`src/rtl/tile_pkg.sv`:
```
// Shared types and constants for the tile-map update master and its request FIFO.
package tile_pkg;

    // Serialiser states: one Avalon write per field, then a settle gap.
    typedef enum logic [2:0] {
        ST_IDLE = 3'd0,
        ST_WR_X = 3'd1,
        ST_WR_Y = 3'd2,
        ST_WR_T = 3'd3,
        ST_GAP  = 3'd4
    } state_t;

    // Sprite peripheral register map.
    localparam logic [2:0] ADDR_X    = 3'h0;
    localparam logic [2:0] ADDR_Y    = 3'h1;
    localparam logic [2:0] ADDR_TYPE = 3'h2;

    // Sprite codes understood by the display peripheral.
    localparam logic [7:0] SPR_EMPTY  = 8'h00;
    localparam logic [7:0] SPR_APPLE  = 8'h01;
    localparam logic [7:0] SPR_HEAD_R = 8'h02;

    // One queued tile update.
    typedef struct packed {
        logic [7:0] x;
        logic [7:0] y;
        logic [7:0] spr_type;
    } tile_req_t;

endpackage

```
`src/rtl/tile_req_fifo.sv`:
```
// Synchronous request FIFO. The head entry is presented as a look-ahead
// read port so the consumer can capture it on the same edge it pops.
module tile_req_fifo
    import tile_pkg::*;
#(
    parameter int FIFO_DEPTH = 8
) (
    input  logic      clk,
    input  logic      reset,
    input  logic      push,
    input  tile_req_t push_data,
    input  logic      pop,
    output tile_req_t head,
    output logic      full,
    output logic      empty
);

    localparam int PTR_W = (FIFO_DEPTH > 1) ? $clog2(FIFO_DEPTH) : 1;
    localparam logic [PTR_W:0] DEPTH_C = (PTR_W + 1)'(FIFO_DEPTH);

    tile_req_t        mem [FIFO_DEPTH];
    logic [PTR_W-1:0] wr_ptr;
    logic [PTR_W-1:0] rd_ptr;
    logic [PTR_W:0]   count;
    logic             do_push;
    logic             do_pop;

    assign do_push = push && !full;
    assign do_pop  = pop && !empty;
    assign full    = (count == DEPTH_C);
    assign empty   = (count == '0);
    assign head    = mem[rd_ptr];

    // Pointer and occupancy bookkeeping; simultaneous push/pop keeps the count.
    always_ff @(posedge clk) begin
        if (reset) begin
            wr_ptr <= '0;
            rd_ptr <= '0;
            count  <= '0;
        end else begin
            if (do_push) wr_ptr <= wr_ptr + 1'b1;
            if (do_pop)  rd_ptr <= rd_ptr + 1'b1;
            if (do_push && !do_pop)      count <= count + 1'b1;
            else if (do_pop && !do_push) count <= count - 1'b1;
        end
    end

    // Storage array; contents are don't-care until written, so no reset.
    always_ff @(posedge clk) begin
        if (do_push) mem[wr_ptr] <= push_data;
    end

endmodule

```
`src/rtl/tile_update_master.sv`:
```
// Avalon-MM writer for the tile-map sprite peripheral: queues (x, y, type)
// updates and serialises each one as X, Y, TYPE register writes plus a gap.
module tile_update_master
    import tile_pkg::*;
#(
    parameter int FIFO_DEPTH = 8,
    parameter int GAP_CYCLES = 1
) (
    input  logic        clk,
    input  logic        reset,
    input  logic        req_valid,
    output logic        req_ready,
    input  logic [7:0]  req_x,
    input  logic [7:0]  req_y,
    input  logic [7:0]  req_type,
    output logic [2:0]  avm_address,
    output logic [7:0]  avm_writedata,
    output logic        avm_write,
    output logic        avm_chipselect,
    input  logic        avm_waitrequest,
    output logic        busy,
    output logic [15:0] updates_done
);

    localparam bit         HAS_GAP  = (GAP_CYCLES > 0);
    localparam logic [3:0] GAP_LAST = 4'(GAP_CYCLES - 1);

    state_t      state;
    state_t      state_nx;
    tile_req_t   push_req;
    tile_req_t   head;
    logic        fifo_full;
    logic        fifo_empty;
    logic        pop;
    logic [7:0]  hold_y;
    logic [7:0]  hold_type;
    logic [3:0]  gap_cnt;
    logic [15:0] done_cnt;

    assign push_req       = {req_x, req_y, req_type};
    assign req_ready      = !fifo_full;
    assign pop            = (state == ST_IDLE) && !fifo_empty;
    assign busy           = (state != ST_IDLE) || !fifo_empty;
    assign avm_chipselect = avm_write;
    assign updates_done   = done_cnt;

    tile_req_fifo #(
        .FIFO_DEPTH(FIFO_DEPTH)
    ) u_fifo (
        .clk       (clk),
        .reset     (reset),
        .push      (req_valid),
        .push_data (push_req),
        .pop       (pop),
        .head      (head),
        .full      (fifo_full),
        .empty     (fifo_empty)
    );

    // State register.
    always_ff @(posedge clk) begin
        if (reset) state <= ST_IDLE;
        else       state <= state_nx;
    end

    // Next-state: each write phase advances only when the slave is not stalling.
    always_comb begin
        state_nx = state;
        unique case (state)
            ST_IDLE: if (!fifo_empty)      state_nx = ST_WR_X;
            ST_WR_X: if (!avm_waitrequest) state_nx = ST_WR_Y;
            ST_WR_Y: if (!avm_waitrequest) state_nx = ST_WR_T;
            ST_WR_T: if (!avm_waitrequest) state_nx = HAS_GAP ? ST_GAP : ST_IDLE;
            ST_GAP:  if (gap_cnt == GAP_LAST) state_nx = ST_IDLE;
            default: state_nx = ST_IDLE;
        endcase
    end

    // Registered Avalon outputs, completion counter and gap timer.
    always_ff @(posedge clk) begin
        if (reset) begin
            avm_write     <= 1'b0;
            avm_address   <= '0;
            avm_writedata <= '0;
            done_cnt      <= '0;
            gap_cnt       <= '0;
        end else begin
            unique case (state)
                ST_IDLE: begin
                    if (!fifo_empty) begin
                        avm_write     <= 1'b1;
                        avm_address   <= ADDR_X;
                        avm_writedata <= head.x;
                    end
                end
                ST_WR_X: begin
                    if (!avm_waitrequest) begin
                        avm_address   <= ADDR_Y;
                        avm_writedata <= hold_y;
                    end
                end
                ST_WR_Y: begin
                    if (!avm_waitrequest) begin
                        avm_address   <= ADDR_TYPE;
                        avm_writedata <= hold_type;
                    end
                end
                ST_WR_T: begin
                    if (!avm_waitrequest) begin
                        avm_write <= 1'b0;
                        done_cnt  <= done_cnt + 16'd1;
                        gap_cnt   <= '0;
                    end
                end
                ST_GAP: begin
                    gap_cnt <= gap_cnt + 4'd1;
                end
                default: begin
                    avm_write <= 1'b0;
                end
            endcase
        end
    end

    // Holding register for the fields written after X, captured on pop.
    always_ff @(posedge clk) begin
        if (pop) begin
            hold_y    <= head.y;
            hold_type <= head.spr_type;
        end
    end

endmodule

```
`config.mk`:
```
export PLATFORM = sky130hd
export DESIGN_NAME = tile_update_master
export DESIGN_NICKNAME = d
export VERILOG_FILES = /design/src/rtl/tile_pkg.sv /design/src/rtl/tile_req_fifo.sv /design/src/rtl/tile_update_master.sv
export SDC_FILE = /design/constraint.sdc
export NUM_CORES = 1
export LEC_CHECK = 0
export ABC_AREA = 1
export CORE_MARGIN = 3
export CORE_UTILIZATION = 45
export CTS_BUF_LIST = sky130_fd_sc_hd__clkbuf_4 sky130_fd_sc_hd__clkbuf_8
export CTS_CLUSTER_SIZE = 14
export DETAILED_ROUTE_END_ITERATION = 7
export GPL_ROUTABILITY_DRIVEN = 0
export PLACE_DENSITY = 0.74
export SLEW_MARGIN = 20
export SYNTH_ARGS = -nofsm -noshare
export SYNTH_HDL_FRONTEND = slang
export SYNTH_HIERARCHICAL = 1
export SYNTH_SLANG_ARGS = --single-unit
```
`constraint.sdc`:
```
create_clock -name clk -period 4.7 [get_ports clk]
set_input_delay 0.94 -clock clk [delete_from_list [all_inputs] [get_ports clk]]
set_output_delay 0.94 -clock clk [all_outputs]
set_load 0.005 [all_outputs]
```
==> summary.md <==
| Metric | Value |
|---|---|
| Max Root-Sink Buffers | `3` |
| CP top delay family | `flip-flops` |
| Top post-synthesis cells by area | `edfxtp_1 58%, nor2_1 9.5%, dfxtp_1 8.8%` |
| Flop2flop setup slack | `slightly above 2000 ps` |
| Post-CTS setup buffers | `0` |
| Antenna Nets Post-Route | `0` |
| I/O pins | `59` |
| Router iterations before antenna repair | `5` |
| Worst hold path class | `reg -> reg` |
| Worst R2R End | `u_fifo/count[3]` |
| HPWL after DPL | `around 13 mm` |
| Fin crit share | `0.611` |
| WP buf/inv | `1` |
| Most used flip-flop cell after synthesis | `edfxtp_1` |
| Worst-path maximum fanout | `10` |
| Starting density of the core | `0.465` |
| TritonCTS Buffers | `42` |
| Syn Inst Count | `about 1000` |
| R2R Path Start | `u_fifo/count[0]` |
| Filler Cell Count | `about 2000` |
| Vias in the first global route | `between 7000 and 8000` |
| Core Footprint | `~23000 um2` |
| RSZ-0062 raised after global routing | `false` |
| Nets | `approximately 1200` |
| Crit. Startpoint | `state[2]` |
| Initial antenna violation count | `0` |
| Final Hold Vio Count | `0` |
| Slew HR | `0.287` |
| PortBufs | `57` |
| Critical Path Sink | `busy` |
| Overall routed net length | `approximately 22 mm` |
| Post-synth EDFFs | `roughly 210` |
| Vias per inst | `roughly 5.1` |
| Layout area overhead | `15.6%` |
| Die height | `roughly 160 um` |
| Post-cts resize count | `0` |
| Root buffer cell | `clkbuf_8` |
| Worst-Margin Slew | `1070 ps` |
| Most common cell after layout, fill and taps aside | `nor2_1` |
| Total Routing Usage GR | `0.175` |
| CP startpoint kind | `register` |
| Post-synth cell types | `33` |
| Worst hold margin | `465 ps` |
| Leak Pwr | `~4.6 nW` |
| Clock Sinks | `~260` |
| Crit Path Class | `reg -> out` |
| Die width | `about 160 um` |
| Drt drc | `0` |
| Commonest cells after routing, fill and taps aside | `262 x nor2_1, 227 x nand2_1, 208 x edfxtp_1` |
| Worst reg2reg path depth | `14` |
| F_max | `349 MHz` |
| Sequential-to-total area share from yosys stat | `0.672` |
| Min cycle time layout | `around 2900 ps` |
| CTS tree | `yes` |
| Area of the multi-input gates | `~3000 um2` |
| Clock slew at reported path FFs | `approximately 50 ps` |
| Avg Synthesized Cell Area | `a little over 10 um2` |
| Cell taking the most area after synthesis | `edfxtp_1` |
| Per-cell routed wire length | `roughly 15 um` |
| Crit end category | `primary output` |
| Die footprint | `25600 um2` |
| Crit path depth | `3` |
| Largest net degree at the start of global routing | `97` |
| H-tree depth | `2` |
| Post-synth top area share | `0.584` |
| Crit-path cells | `nor2_2 > nand2_4 > clkdlybuf4s50_1` |
| Gr ovfl total | `0` |
| Max Cap Viol | `0` |
| Layout cells sized above 1 | `0.0968` |
| Peak VDD IR | `~0.28 mV` |
| First-pass GRT wire length | `roughly 36 mm` |
| Clock skew | `20.1 ps` |
| Synthesized area | `approximately 11000 um2` |
| CP Data Arrival Time | `1930 ps` |
| Status | `finished clean` |
| FF/Latch Area | `about 7200 um2` |
| Largest stage delay, worst path | `around 650 ps` |
| Number of diodes | `0` |
| Worst path slowest cell | `dfxtp_1` |
| DR iter-0 viols | `681` |
| Cts hold-fix bufs | `0` |
| Required time worst endpoint | `between 3000 and 4000 ps` |
| Ys Warns | `6` |
| Flops & latches, synth | `255` |
| Number of vias in the routed layout | `roughly 7400` |
| TNS Setup | `0 ps` |
| Clock latency on the worst-skew pair | `around 540 ps` |
| Pins Over Slew Limit | `0` |
| Num rows | `between 50 and 60` |
| Final setup fails | `0` |
| PD cells | `519 nW/um2` |
| Syn Nets | `around 1100` |
| Ys async rst share | `0` |
layout make-up:
cell class,count,share of cell area
well taps,313,0.0317
multi-input cells,692,0.248
flip-flops and latches,255,0.582
clock buffers,59,0.0591
inverters,52,0.0160
clock inverters,18,0.00901
repair buffers,71,0.0547
worst min-delay path by stage:
stage | from | slack, ps | to | depth (start not counted)
2_1_floorplan | gap_cnt[3] | 430 | gap_cnt[3] | 1
3_3_place_gp | updates_done[4] | 450 | updates_done[4] | 2
3_5_place_dp | updates_done[4] | 460 | updates_done[4] | 2
4_1_cts | updates_done[4] | 470 | updates_done[4] | 2
5_1_grt | gap_cnt[3] | 490 | gap_cnt[3] | 1
6_report | updates_done[4] | 460 | updates_done[4] | 2
tightest hold or removal path: stages (launching register included):
cell	delay [ps]
dfxtp_1	320
inv_1	50
a21oi_1	50
cells by family after synthesis:
family,Yosys count,synth area share
compound gates,129,0.0614
buf+inv,96,0.0433
fa+ha+maj,9,0.0112
xor+xnor,6,0.00492
other cells,1,0.000351
simple gates,547,0.206
flops,255,0.672
cells in the mapped netlist (all sizes together), types with 5 or more instances:
| master | number |
|---|---|
| buf | 32 |
| edfxtp | 208 |
| clkbuf | 12 |
| ha | 8 |
| o21ai | 110 |
| inv | 51 |
| a21oi | 16 |
| nor2 | 273 |
| nand2 | 232 |
| nand3 | 27 |
| dfxtp | 47 |
| nand4 | 5 |
| nor3 | 9 |
| xor2 | 6 |
flip-flops by register name (all words and copies together), names as in the netlist, named ones only:
name	count
updates_done	16
u_fifo/mem	192
u_fifo/count	4
avm_address	2
state	3
gap_cnt	4
hold_y	8
avm_chipselect	1
avm_writedata	8
u_fifo/rd_ptr	3
hold_type	8
u_fifo/wr_ptr	3
where the power goes:
group / internal (mW) / switching (mW)
Sequential: 2.74 / 0.107
Combinational: 0.554 / 1.12
Clock: 1.06 / 0.835
routing by layer:
layer	routed length, um	global-route usage	share of wire	up-vias
li1	-	-	-	3621
met1	9430	0.229	0.42	3464
met2	10800	0.295	0.48	261
met3	1680	0.0355	0.075	40
met4	401	0.0560	0.018	0
met5	0	0	0	-
metrics by stage:
stage | utilization | worst slack (ps) | std cells | power (mW) | cell area, um2
finish | 0.538 | 1830 | 1460 | 6.42 | 12400
global route | 0.538 | 1710 | 1460 | 6.85 | 12400
CTS | 0.538 | 1810 | 1460 | 6.47 | 12400
detailed placement | 0.501 | 1580 | 1383 | 4.57 | 11500
global placement | 0.501 | 1660 | 1383 | 4.51 | 11500
floorplan | - | 1220 | 1043 | 4.09 | 10700
No activity file was read; power rests on OpenSTA's default activity.
